File: src/rtl/store_commit_buffer.sv
// Store commit buffer: holds executed stores until they retire, drains retired
// stores to data memory in order, and forwards buffered data to loads.
// Storage is one circular array split by three pointers:
//   head .. cptr-1  committed (waiting to drain)
//   cptr .. tail-1  uncommitted (may still be squashed)
module store_commit_buffer #(
    parameter int DEPTH = 4
) (
    input  logic        clk,
    input  logic        rst,
    input  logic        fin_valid,
    input  logic [31:0] fin_addr,
    input  logic [31:0] fin_data,
    output logic        fin_ready,
    input  logic        commit,
    input  logic        flush,
    output logic        mem_wvalid,
    output logic [31:0] mem_waddr,
    output logic [31:0] mem_wdata,
    input  logic        mem_wready,
    input  logic [31:0] ld_addr,
    output logic        ld_hit,
    output logic [31:0] ld_data,
    output logic [4:0]  count,
    output logic        err_commit
);

    localparam int IW = (DEPTH > 1) ? $clog2(DEPTH) : 1;
    localparam int PW = IW + 1;
    localparam logic [PW-1:0] DEPTH_P = PW'(DEPTH);

    // Pointers carry one extra wrap bit so full and empty are distinguishable
    logic [PW-1:0] head_q, head_d;
    logic [PW-1:0] cptr_q, cptr_d;
    logic [PW-1:0] tail_q, tail_d;
    logic          err_q, err_d;

    logic [31:0]   addr_q [DEPTH];
    logic [31:0]   data_q [DEPTH];

    logic [PW-1:0] occ_s;
    logic [PW-1:0] ncom_s;
    logic [PW-1:0] nunc_s;
    logic          accept_s;
    logic          commit_ok_s;
    logic          commit_err_s;
    logic          drain_s;
    logic [IW-1:0] fwd_idx_s;
    logic          fwd_hit_s;
    logic [31:0]   fwd_data_s;

    assign occ_s  = tail_q - head_q;
    assign ncom_s = cptr_q - head_q;
    assign nunc_s = tail_q - cptr_q;

    // Space is judged on registered occupancy only; a drain this cycle does
    // not make room for an accept this cycle.
    assign fin_ready = (occ_s < DEPTH_P) && !flush;
    assign accept_s  = fin_valid && fin_ready;

    // Commit only sees entries present at the start of the cycle, so a store
    // accepted this cycle can never be covered by this cycle's commit.
    assign commit_ok_s  = commit && (nunc_s != {PW{1'b0}});
    assign commit_err_s = commit && (nunc_s == {PW{1'b0}});

    // Write request is held off while reset is asserted so a pending write is
    // dropped instead of being handshaken on the reset edge.
    assign mem_wvalid = rst && (ncom_s != {PW{1'b0}});
    assign mem_waddr  = addr_q[head_q[IW-1:0]];
    assign mem_wdata  = data_q[head_q[IW-1:0]];
    assign drain_s    = mem_wvalid && mem_wready;

    assign count      = 5'(occ_s);
    assign err_commit = err_q;
    assign ld_hit     = fwd_hit_s;
    assign ld_data    = fwd_data_s;

    // Next-state pointers: accept, commit and drain all apply together; a
    // flush pulls tail back to the post-commit cptr, squashing the rest.
    always_comb begin
        head_d = head_q;
        cptr_d = cptr_q;
        tail_d = tail_q;
        err_d  = err_q;
        if (drain_s) begin
            head_d = head_q + {{(PW-1){1'b0}}, 1'b1};
        end else begin
            head_d = head_q;
        end
        if (commit_ok_s) begin
            cptr_d = cptr_q + {{(PW-1){1'b0}}, 1'b1};
        end else begin
            cptr_d = cptr_q;
        end
        if (commit_err_s) begin
            err_d = 1'b1;
        end else begin
            err_d = err_q;
        end
        if (flush) begin
            tail_d = cptr_d;
        end else if (accept_s) begin
            tail_d = tail_q + {{(PW-1){1'b0}}, 1'b1};
        end else begin
            tail_d = tail_q;
        end
    end

    // Pointer and sticky error registers with synchronous active-low reset
    always_ff @(posedge clk) begin
        if (!rst) begin
            head_q <= {PW{1'b0}};
            cptr_q <= {PW{1'b0}};
            tail_q <= {PW{1'b0}};
            err_q  <= 1'b0;
        end else begin
            head_q <= head_d;
            cptr_q <= cptr_d;
            tail_q <= tail_d;
            err_q  <= err_d;
        end
    end

    // Entry storage; contents are only meaningful inside head..tail-1
    always_ff @(posedge clk) begin
        if (accept_s) begin
            addr_q[tail_q[IW-1:0]] <= fin_addr;
            data_q[tail_q[IW-1:0]] <= fin_data;
        end
    end

    // Forwarding: walk occupied entries oldest to youngest so the youngest
    // word-address match is the one left standing.
    always_comb begin
        fwd_hit_s  = 1'b0;
        fwd_data_s = 32'h0000_0000;
        fwd_idx_s  = {IW{1'b0}};
        for (int k = 0; k < DEPTH; k++) begin
            fwd_idx_s = head_q[IW-1:0] + IW'(k);
            if ((PW'(k) < occ_s) && (addr_q[fwd_idx_s][31:2] == ld_addr[31:2])) begin
                fwd_hit_s  = 1'b1;
                fwd_data_s = data_q[fwd_idx_s];
            end else begin
                fwd_hit_s  = fwd_hit_s;
                fwd_data_s = fwd_data_s;
            end
        end
    end

endmodule

File: config.mk
export PLATFORM = sky130hd
export DESIGN_NAME = store_commit_buffer
export DESIGN_NICKNAME = d
export VERILOG_FILES = /design/src/rtl/store_commit_buffer.sv
export SDC_FILE = /design/constraint.sdc
export NUM_CORES = 1
export LEC_CHECK = 0
export BUFFER_PORTS_ARGS = -buffer_cell sky130_fd_sc_hd__buf_2
export CORE_MARGIN = 5
export CORE_UTILIZATION = 26
export DETAILED_ROUTE_END_ITERATION = 7
export REMOVE_ABC_BUFFERS = 1
export SETUP_SLACK_MARGIN = 0.4
export SYNTH_ARGS = -nofsm -noshare
export SYNTH_HDL_FRONTEND = slang
export SYNTH_SLANG_ARGS = --single-unit
File: constraint.sdc
create_clock -name clk -period 5.05 [get_ports clk]
set_input_delay 0.2525 -clock clk [delete_from_list [all_inputs] [get_ports clk]]
set_output_delay 0.2525 -clock clk [all_outputs]
set_load 0.01 [all_outputs]
==> results of run 1 <==
registers in the layout (all words and copies together), names as in the netlist, named ones only:
signal and cells:
head_q 3, err_commit 1, tail_q 3, addr_q 128, cptr_q 3, data_q 128
final cells by class:
| cell class | count | area, µm² | share of cell area |
|---|---|---|---|
| Multi-Input combinational cell | 833 | 8770 | 0.405 |
| Sequential cell | 268 | 7940 | 0.367 |
| Timing Repair Buffer | 335 | 2610 | 0.121 |
| Tap cell | 855 | 1070 | 0.0494 |
| Clock buffer | 39 | 943 | 0.0435 |
| Clock inverter | 25 | 230 | 0.0106 |
| Inverter | 23 | 88.8 | 0.00410 |
| Antenna cell | 2 | 5.00 | 0.000231 |
cell families (layout without fill, tap and decap cells):
kind of cell,count (synthesis),after routing,share of synthesized area
buffers and inverters,143,422,0.0376
AOI/OAI and AO/OA,214,214,0.0900
xor gates and xnor gates,117,117,0.0613
muxes,277,277,0.273
adders and majority gates,12,12,0.00931
DFF,268,268,0.468
and+or+nand+nor,211,211,0.0609
other,1,4,0.000221
Yosys cell counts, types with 5 or more instances:
master	count
buf_1	24
edfxtp_1	256
mux2i_1	99
o211ai_1	31
nand3_1	32
clkbuf_1	65
xnor2_1	93
inv_1	21
nand2_1	15
buf_2	14
o21ai_0	22
a21oi_1	29
buf_6	5
a221oi_1	5
ha_1	11
and3_1	12
buf_4	12
a221o_1	6
dfxtp_1	12
nor4_1	6
a31oi_1	29
xor2_1	23
mux2_2	34
mux4_2	144
a21boi_0	25
nand4_1	24
o2bb2ai_1	5
a211oi_1	8
nor2_1	101
a2111oi_0	28
layer usage:
layer  up-vias  share of wire  global-route usage
li1       5530              -                   -
met1      6687           0.43               0.223
met2       529           0.48               0.269
met3       123          0.070              0.0330
met4         6          0.026              0.0519
met5         -        0.00055                   0
metrics by stage:
step,instance area (µm²),utilization,total power (µW),hold WS [ns]
global placement,18900,0.293,5650,0.461
detailed placement,18900,0.293,5700,0.470
finish,21700,0.336,8610,0.0763
global route,21700,0.336,8990,0.103
CTS,21100,0.327,8470,0.0562
floorplan,16400,-,5010,0.348
what timing repair did:
| item | CTS | global route |
|---|---|---|
| setup buffers | 10 | 14 |
| gates resized for setup | 54 | 55 |
| hold endpoints to repair | 260 | 0 |
| endpoints found under the setup margin | 33 | 32 |
| gates cloned | 3 | 6 |
| pin swaps | 9 | 14 |
| hold buffers | 67 | 0 |
worst register-to-register path, cell delays in order, from the launching register on:
cell and delay, ns:
dfxtp_4 0.38, buf_16 0.19, ha_1 0.23, fa_1 0.37
xnor3_2 0.32, buf_4 0.14, inv_1 0.05, nor2_1 0.32
and3_4 0.65, buf_12 0.41
worst paths after layout:
path	endpoint	from
setup reg to reg	addr_q[3][7]	head_q[0]
setup / recovery	ld_data[21]	head_q[0]
hold reg to reg	err_commit	err_commit
hold / removal	head_q[2]	mem_wready
layout by cell type (no fill, tap or decap), types with 24 or more instances in the layout:
cell,count
mux2i_1,92
a21oi_1,29
a31oi_1,25
nor2_1,98
edfxtp_1,256
nand3_1,32
dlygate4sd3_1,67
mux2_2,34
o211ai_1,31
buf_4,37
buf_2,200
nand4_1,24
mux4_2,144
xnor2_1,90
a21boi_0,25
clkbuf_16,43
power groups by stage:
| stage | combinational (µW) | clock, µW | sequential [µW] |
|---|---|---|---|
| finish | 3360 | 2540 | 2700 |
| global route | 3580 | 2690 | 2720 |
| CTS | 3130 | 2610 | 2730 |
| detailed placement | 2910 | 0 | 2790 |
| global placement | 2880 | 0 | 2780 |
| floorplan | 2060 | 0 | 2950 |
==> impl_metrics.json, run 1 <==
{
  "status": "completed",
  "dp.cells": 2214,
  "syn_to_final_growth_pct": 27.9,
  "place_congestion": 0.866,
  "path_clk_slew_ns": 0.06,
  "grt_pass1_wl_um": 87900,
  "comb_power_share": 0.391,
  "pwr-share-clk": 0.295,
  "netlist.area_leader.share": 0.454,
  "grt_pass1_vias": 13200,
  "drt_pass1_iterations": 5,
  "num-nets-final": 1611,
  "via_per_inst": 5.41,
  "cp.required_ns": 4.80,
  "seq_area_frac_synth": 0.468,
  "worstHoldPathCells": 4,
  "fin_cells": 2380,
  "fillCellCount": 6335,
  "arrival_ns": 4.41,
  "die_area_um2": 70300,
  "path_depth": 12,
  "setup_slack_ns": 0.383,
  "synth_edf_count": 256,
  "drtIter0Drc": 1051,
  "ir_drop_mv": 0.197,
  "path_max_fanout": 26,
  "cp_slowest_cell": "mux4_2",
  "ys.flop_type": "edfxtp_1",
  "relSlewSlack": 0.349,
  "yosys_warnings": 0,
  "synth_area_leaders": "edfxtp_1 45%, mux4_2 19%, mux2i_1 5.9%, xnor2_1 4.8%, mux2_2 2.3%",
  "fmax_ghz": 0.214,
  "startpoint_type": "flip-flop",
  "routed_wl_um": 61800,
  "grt_setup_unrepaired": "true",
  "place_ws_ns": 0.394,
  "dpl.hpwl_um": 38100,
  "p_sw_uw": 2970,
  "crit_path_end_kind": "output port",
  "critical_path_buf_inv_count": 3,
  "overflow": 0,
  "portBuffers": 202,
  "fin_crit_sh": 0.924,
  "r2r.worst_path.cells": 9,
  "syn_area_per_cell_um2": 13.6,
  "path_cells": "ha_4 > buf_12 > mux4_2 > xnor2_2 > nand4_1 > a2111oi_4 > or4b_4 > buf_12 > a2111oi_2 > o211ai_1 > a31oi_2 > buf_2",
  "max_stage_delay_ns": 0.53,
  "drc_errors": 0,
  "critPathKind": "flip-flop to output port",
  "hp-class": "input port to flip-flop",
  "ant_nets": 0,
  "clk_latency_ns": 0.55,
  "cpLargestDelayFamily": "compound AO/OA/AOI/OAI gates",
  "setup_viol": 0,
  "power_frac_seq": 0.314,
  "fp.dieW_um": 265,
  "die_h_um": 265,
  "p_sw_frac": 0.344,
  "numCtsBuffers": 36,
  "setup-tns-final_ns": 0,
  "grt_usage": 0.165,
  "grt_max_degree": 75,
  "finClkSkew_ns": 0.0217,
  "htreeDepth": 2,
  "worst_pin_slew_ns": 0.977,
  "clock_path_buffers": 3,
  "ys_types": 59,
  "async_flop_share": 0,
  "root_buffer": "clkbuf_16",
  "antenna_found_initial": 5,
  "maxCapViolations": 0,
  "drv_slew": 0,
  "cts.sinks": 268,
  "cp_common_cell": "buf_12",
  "hold_viol_final": 0,
  "initial_utilization": 0.263,
  "synth_top_cell_by_area": "edfxtp_1",
  "syn_area_um2": 16900,
  "rows": 93,
  "pin_count": 207,
  "p_int_uw": 5640,
  "via_count": 12900,
  "powerDensity_nw_per_um2": 397,
  "p_leak_uw": 0.00706,
  "routedWlPerCell_um": 25.9,
  "synthCells": 1243,
  "ff2ff_setup_slack_ns": 1.62,
  "drive_gt1_frac": 0.369,
  "min_period_ns": 4.67,
  "tritoncts": "built",
  "core_um2": 64500,
  "synth_seq_cells": 268
}
(Power assumes the default switching activity.)
==> run 2: changes to the inputs <==
--- a/config.mk
+++ b/config.mk
@@ -7,7 +7,7 @@
 export LEC_CHECK = 0
 export BUFFER_PORTS_ARGS = -buffer_cell sky130_fd_sc_hd__buf_2
 export CORE_MARGIN = 5
-export CORE_UTILIZATION = 26
+export CORE_UTILIZATION = 45
 export DETAILED_ROUTE_END_ITERATION = 7
 export REMOVE_ABC_BUFFERS = 1
 export SETUP_SLACK_MARGIN = 0.4
==> run 2 against run 1 <==
Effect of this change: critical path type unchanged; worst setup slack gained 0.0024 ns; non-clock buffer count decreased by 14; clock skew down 0.0070 ns; count of clock-buffer cells in the layout decreased by 1; sequential cell count unchanged; global-route usage increased by 8.1 points; clock power fell by 18%; final area fell by 5.0%; critical endpoint is now ld_data[3]; fmax barely moved; cell count down 15%.
==> impl_metrics.json, run 2 (synthesis results as in run 1) <==
{
  "met2_length_um": 24600,
  "overflow": 0,
  "ir_drop_mv": 0.266,
  "grt_usage": 0.246,
  "r2r.worst_path.cells": 9,
  "pin_count": 207,
  "dpl-instance-area_um2": 18500,
  "path_clk_slew_ns": 0.05,
  "htreeDepth": 1,
  "drv_slew": 0,
  "grt_max_degree": 65,
  "via_count": 12600,
  "hp-class": "input port to flip-flop",
  "num-nets-final": 1592,
  "whs_endpoint": "head_q[2]",
  "layout_common_cells": "256 x edfxtp_1, 202 x buf_2, 144 x mux4_2",
  "setup_slack_ns": 0.385,
  "die_area_um2": 41600,
  "grt_pass1_wl_um": 78600,
  "wl_met3_um": 3930,
  "crit_path_end_kind": "output port",
  "hold_viol_final": 0,
  "numCtsBuffers": 31,
  "drt_pass1_iterations": 5,
  "multi_input_area_um2": 8600,
  "drive_gt1_frac": 0.343,
  "drc_errors": 0,
  "tritoncts": "built",
  "path_max_fanout": 8,
  "fillCellCount": 3141,
  "fin_area_um2": 20600,
  "core_um2": 37400,
  "initial_utilization": 0.453,
  "routedWlPerCell_um": 25.8,
  "die_h_um": 204,
  "final_common_cell": "edfxtp_1",
  "syn_to_final_growth_pct": 21.5,
  "worstHoldPathCells": 4,
  "holdCritStartpoint": "mem_wready",
  "maxCapViolations": 0,
  "root_buffer": "clkbuf_16",
  "cts.sinks": 268,
  "fp.dieW_um": 204,
  "powerDensity_nw_per_um2": 387,
  "ant_nets": 0,
  "p_leak_uw": 0.00680,
  "highest_layer": "met5",
  "fmax_ghz": 0.214,
  "grt_pass1_vias": 12800,
  "antenna_found_initial": 6,
  "drtIter0Drc": 1056,
  "portBuffers": 202,
  "startpoint_type": "flip-flop",
  "wl_met1_um": 22000,
  "r2r-start": "head_q[0]",
  "via_per_inst": 6.24,
  "ff2ff_setup_slack_ns": 1.54,
  "rows": 71,
  "min_period_ns": 4.66,
  "status": "completed",
  "grt_setup_unrepaired": "true",
  "worst_pin_slew_ns": 0.771,
  "seqCellArea_um2": 7940,
  "place_congestion": 0.907,
  "critPathKind": "flip-flop to output port",
  "arrival_ns": 4.41,
  "fin_crit_sh": 0.924,
  "finClkSkew_ns": 0.0148,
  "relSlewSlack": 0.486,
  "clock_path_buffers": 3,
  "rr_endpoint": "data_q[3][5]",
  "dpl.hpwl_um": 33400,
  "routed_wl_um": 52000,
  "place_ws_ns": 0.465,
  "setup_viol": 0,
  "clk_latency_ns": 0.57,
  "cp.required_ns": 4.80
}
==> run 2: per-layer routing <==
| metal | up-vias | global-route usage |
|---|---|---|
| li1 | 5469 | - |
| met1 | 6408 | 0.355 |
| met2 | 584 | 0.386 |
| met3 | 108 | 0.0374 |
| met4 | 4 | 0.0838 |
| met5 | - | 0 |
==> run 2: worst max-delay path by stage <==
stage | to | start | cells after the start
floorplan | ld_data[0] | head_q[0] | 9
global placement | ld_data[1] | head_q[0] | 10
detailed placement | ld_data[22] | head_q[0] | 12
CTS | ld_data[30] | head_q[0] | 12
global route | ld_data[24] | head_q[0] | 12
finish | ld_data[3] | head_q[0] | 11
==> run 2: through the flow <==
step	util	hold slack (ns)	setup TNS, ns	instances	power, µW
finish	0.550	0.0579	0	2015	7970
global route	0.550	0.0559	0	2015	8360
CTS	0.547	0.0335	0	2009	7980
detailed placement	0.493	0.455	0	1871	5630
global placement	0.493	0.447	0	1871	5610
floorplan	-	0.348	-1635.36	1124	5010
==> run 2: cell type report <==
| type | instances | share of cell area |
|---|---|---|
| Clock inverter | 17 | 0.00663 |
| Multi-Input combinational cell | 833 | 0.418 |
| Sequential cell | 268 | 0.386 |
| Tap cell | 511 | 0.0311 |
| Inverter | 23 | 0.00444 |
| Clock buffer | 38 | 0.0390 |
| Timing Repair Buffer | 321 | 0.115 |
| Antenna cell | 4 | 0.000486 |
==> run 2: repair_timing <==
action                                  4_1_cts  5_1_grt
hold endpoints to repair                    260        0
endpoints found under the setup margin       33       32
hold buffers                                 67        0
gates cloned                                  3        0
gates resized for setup                      50       26
setup buffers                                13        2
pin swaps                                     7        4
==> run 2: critical path: stages, from the launching register on <==
cell and delay, ns:
dfxtp_4 0.38, ha_4 0.39, buf_4 0.15, buf_8 0.08, mux4_2 0.31, xor2_2 0.18, or4_4 0.52, or4_4 0.49
or4_4 0.60, and3_4 0.26, a221o_1 0.31, buf_2 0.14
==> run 2: power breakdown <==
part	switching (µW)	internal [µW]	leakage, µW
sequential	132	2590	0.00242
combinational	1660	1490	0.00392
clock	877	1220	0.000456
total	2670	5310	0.00680
==> run 3: changes to the inputs <==
--- a/config.mk
+++ b/config.mk
@@ -14,3 +14,4 @@
 export SYNTH_ARGS = -nofsm -noshare
 export SYNTH_HDL_FRONTEND = slang
 export SYNTH_SLANG_ARGS = --single-unit
+export TNS_END_PERCENT = 20
==> constraint.sdc (replaced) <==
create_clock -name clk -period 5.5 [get_ports clk]
set_input_delay 0.275 -clock clk [delete_from_list [all_inputs] [get_ports clk]]
set_output_delay 0.275 -clock clk [all_outputs]
set_load 0.01 [all_outputs]
==> run 3 against run 2 <==
Effect of this change: cell count decreased by 0.40%; critical path depth did not move; non-clock buffer count down 8; combinational power decreased by 12%; final area is 1.6% lower; largest power group unchanged; sequential share of layout area is 0.61 points higher; sequential power is 7.7% lower; hold slack better by 0.014 ns.
==> impl_metrics.json, run 3 (synthesis results as in run 1) <==
{
  "status": "completed",
  "grt_pass1_wl_um": 79000,
  "portBuffers": 202,
  "clock_path_buffers": 3,
  "rows": 71,
  "holdCritStartpoint": "mem_wready",
  "setup_viol": 0,
  "ff2ff_setup_slack_ns": 2.02,
  "relSlewSlack": 0.400,
  "tritoncts": "built",
  "grt_setup_unrepaired": "true",
  "ir_drop_mv": 0.282,
  "worstHoldPathCells": 4,
  "maxCapViolations": 0,
  "drc_errors": 0,
  "drtIter0Drc": 1196,
  "drv_slew": 0,
  "fmax_ghz": 0.199,
  "drt_pass1_iterations": 5,
  "initial_utilization": 0.453,
  "crit_path_end_kind": "output port",
  "drive_gt1_frac": 0.326,
  "min_period_ns": 5.02,
  "die_area_um2": 41600,
  "hold_viol_final": 0,
  "rr_endpoint": "addr_q[2][14]",
  "arrival_ns": 4.74,
  "fillCellCount": 3161,
  "num-nets-final": 1584,
  "grt_pass1_vias": 12700,
  "overflow": 0,
  "hp-class": "input port to flip-flop",
  "routedWlPerCell_um": 26.1,
  "via_count": 12600,
  "fin_cells": 2007,
  "numCtsBuffers": 31,
  "fin_crit_sh": 0.912,
  "place_congestion": 0.898,
  "cts.sinks": 268,
  "dp.cells": 1873,
  "ant_nets": 0,
  "path_max_fanout": 39,
  "layout_common_cells": "256 x edfxtp_1, 202 x buf_2, 144 x mux4_2",
  "grt_max_degree": 65,
  "fp.dieW_um": 204,
  "clk_latency_ns": 0.58,
  "syn_to_final_growth_pct": 19.7,
  "finClkSkew_ns": 0.0111,
  "postLayoutCoreUtil": 0.542,
  "antenna_found_initial": 5,
  "core_um2": 37400,
  "die_h_um": 204,
  "pin_count": 207,
  "critPathKind": "flip-flop to output port",
  "worst_pin_slew_ns": 0.900,
  "final_common_cell": "edfxtp_1",
  "routed_wl_um": 52400,
  "htreeDepth": 1,
  "path_clk_slew_ns": 0.06,
  "r2r.worst_path.cells": 8,
  "p_leak_uw": 0.00670,
  "startpoint_type": "flip-flop",
  "cp.required_ns": 5.22,
  "via_per_inst": 6.28,
  "whs_endpoint": "head_q[2]",
  "grt_usage": 0.246,
  "r2r-start": "head_q[0]",
  "root_buffer": "clkbuf_16",
  "dpl.hpwl_um": 33700,
  "powerDensity_nw_per_um2": 361
}
[run 3: per-stage QoR]
| stage | setup TNS [ns] | hold slack (ns) | total power, µW | instance area, µm² | setup slack [ns] |
|---|---|---|---|---|---|
| finish | 0 | 0.0718 | 7310 | 20300 | 0.485 |
| global route | 0 | 0.107 | 7660 | 20300 | 0.376 |
| CTS | 0 | 0.0570 | 7340 | 20200 | 0.440 |
| detailed placement | 0 | 0.457 | 5170 | 18400 | 0.707 |
| global placement | 0 | 0.454 | 5140 | 18400 | 0.786 |
| floorplan | -1500.32 | 0.371 | 4600 | 16400 | -9.06 |
[run 3: metal layers]
| metal | track usage | up-vias | wire length [µm] |
|---|---|---|---|
| li1 | - | 5460 | - |
| met1 | 0.343 | 6392 | 21700 |
| met2 | 0.396 | 643 | 25000 |
| met3 | 0.0433 | 98 | 4290 |
| met4 | 0.0799 | 4 | 1440 |
| met5 | 0 | - | 21 |
[run 3: worst max-delay path, cell delays in order, from the launching register on]
cell and delay, ns:
dfxtp_4 0.35, buf_4 0.52, buf_4 0.63, mux4_2 0.43, xnor2_1 0.22, nand4_1 0.27
nor4_4 0.43, nand2_1 0.09, buf_4 0.31, and3_1 0.34, a221o_1 0.35, buf_2 0.14
[run 3: layout make-up]
type | count | area (µm²) | area share
inverters | 23 | 86.3 | 0.00426
flip-flops and latches | 268 | 7940 | 0.392
diodes | 3 | 7.51 | 0.000370
clock buffers | 34 | 787 | 0.0388
repair buffers | 313 | 2130 | 0.105
multi-input cells | 833 | 8460 | 0.417
well taps | 511 | 639 | 0.0316
clock inverters | 22 | 210 | 0.0104
[run 3: power breakdown]
part           total (µW)  switching (µW)  leakage [µW]  internal, µW
Combinational        2760            1470       0.00379          1290
Sequential           2520             142       0.00242          2380
Clock                2030             823      0.000483          1210
[run 3: worst max-delay path by stage]
stage          slack, ns          end       from  cells past startpoint
2_1_floorplan      -9.06   ld_data[0]  head_q[0]                      9
3_3_place_gp        0.79  ld_data[20]  head_q[0]                     11
3_5_place_dp        0.71  ld_data[20]  head_q[0]                     11
4_1_cts             0.44  ld_data[20]  head_q[0]                     13
5_1_grt             0.38   ld_data[6]  head_q[1]                     11
6_report            0.48   ld_data[1]  head_q[1]                     11
[run 3: repair_timing]
item,4_1_cts,5_1_grt
pin swaps,1,0
gates cloned,1,1
resized for setup,7,11
hold endpoints to repair,260,0
hold buffers,67,0
setup endpoints to repair,32,28
buffers inserted,6,0
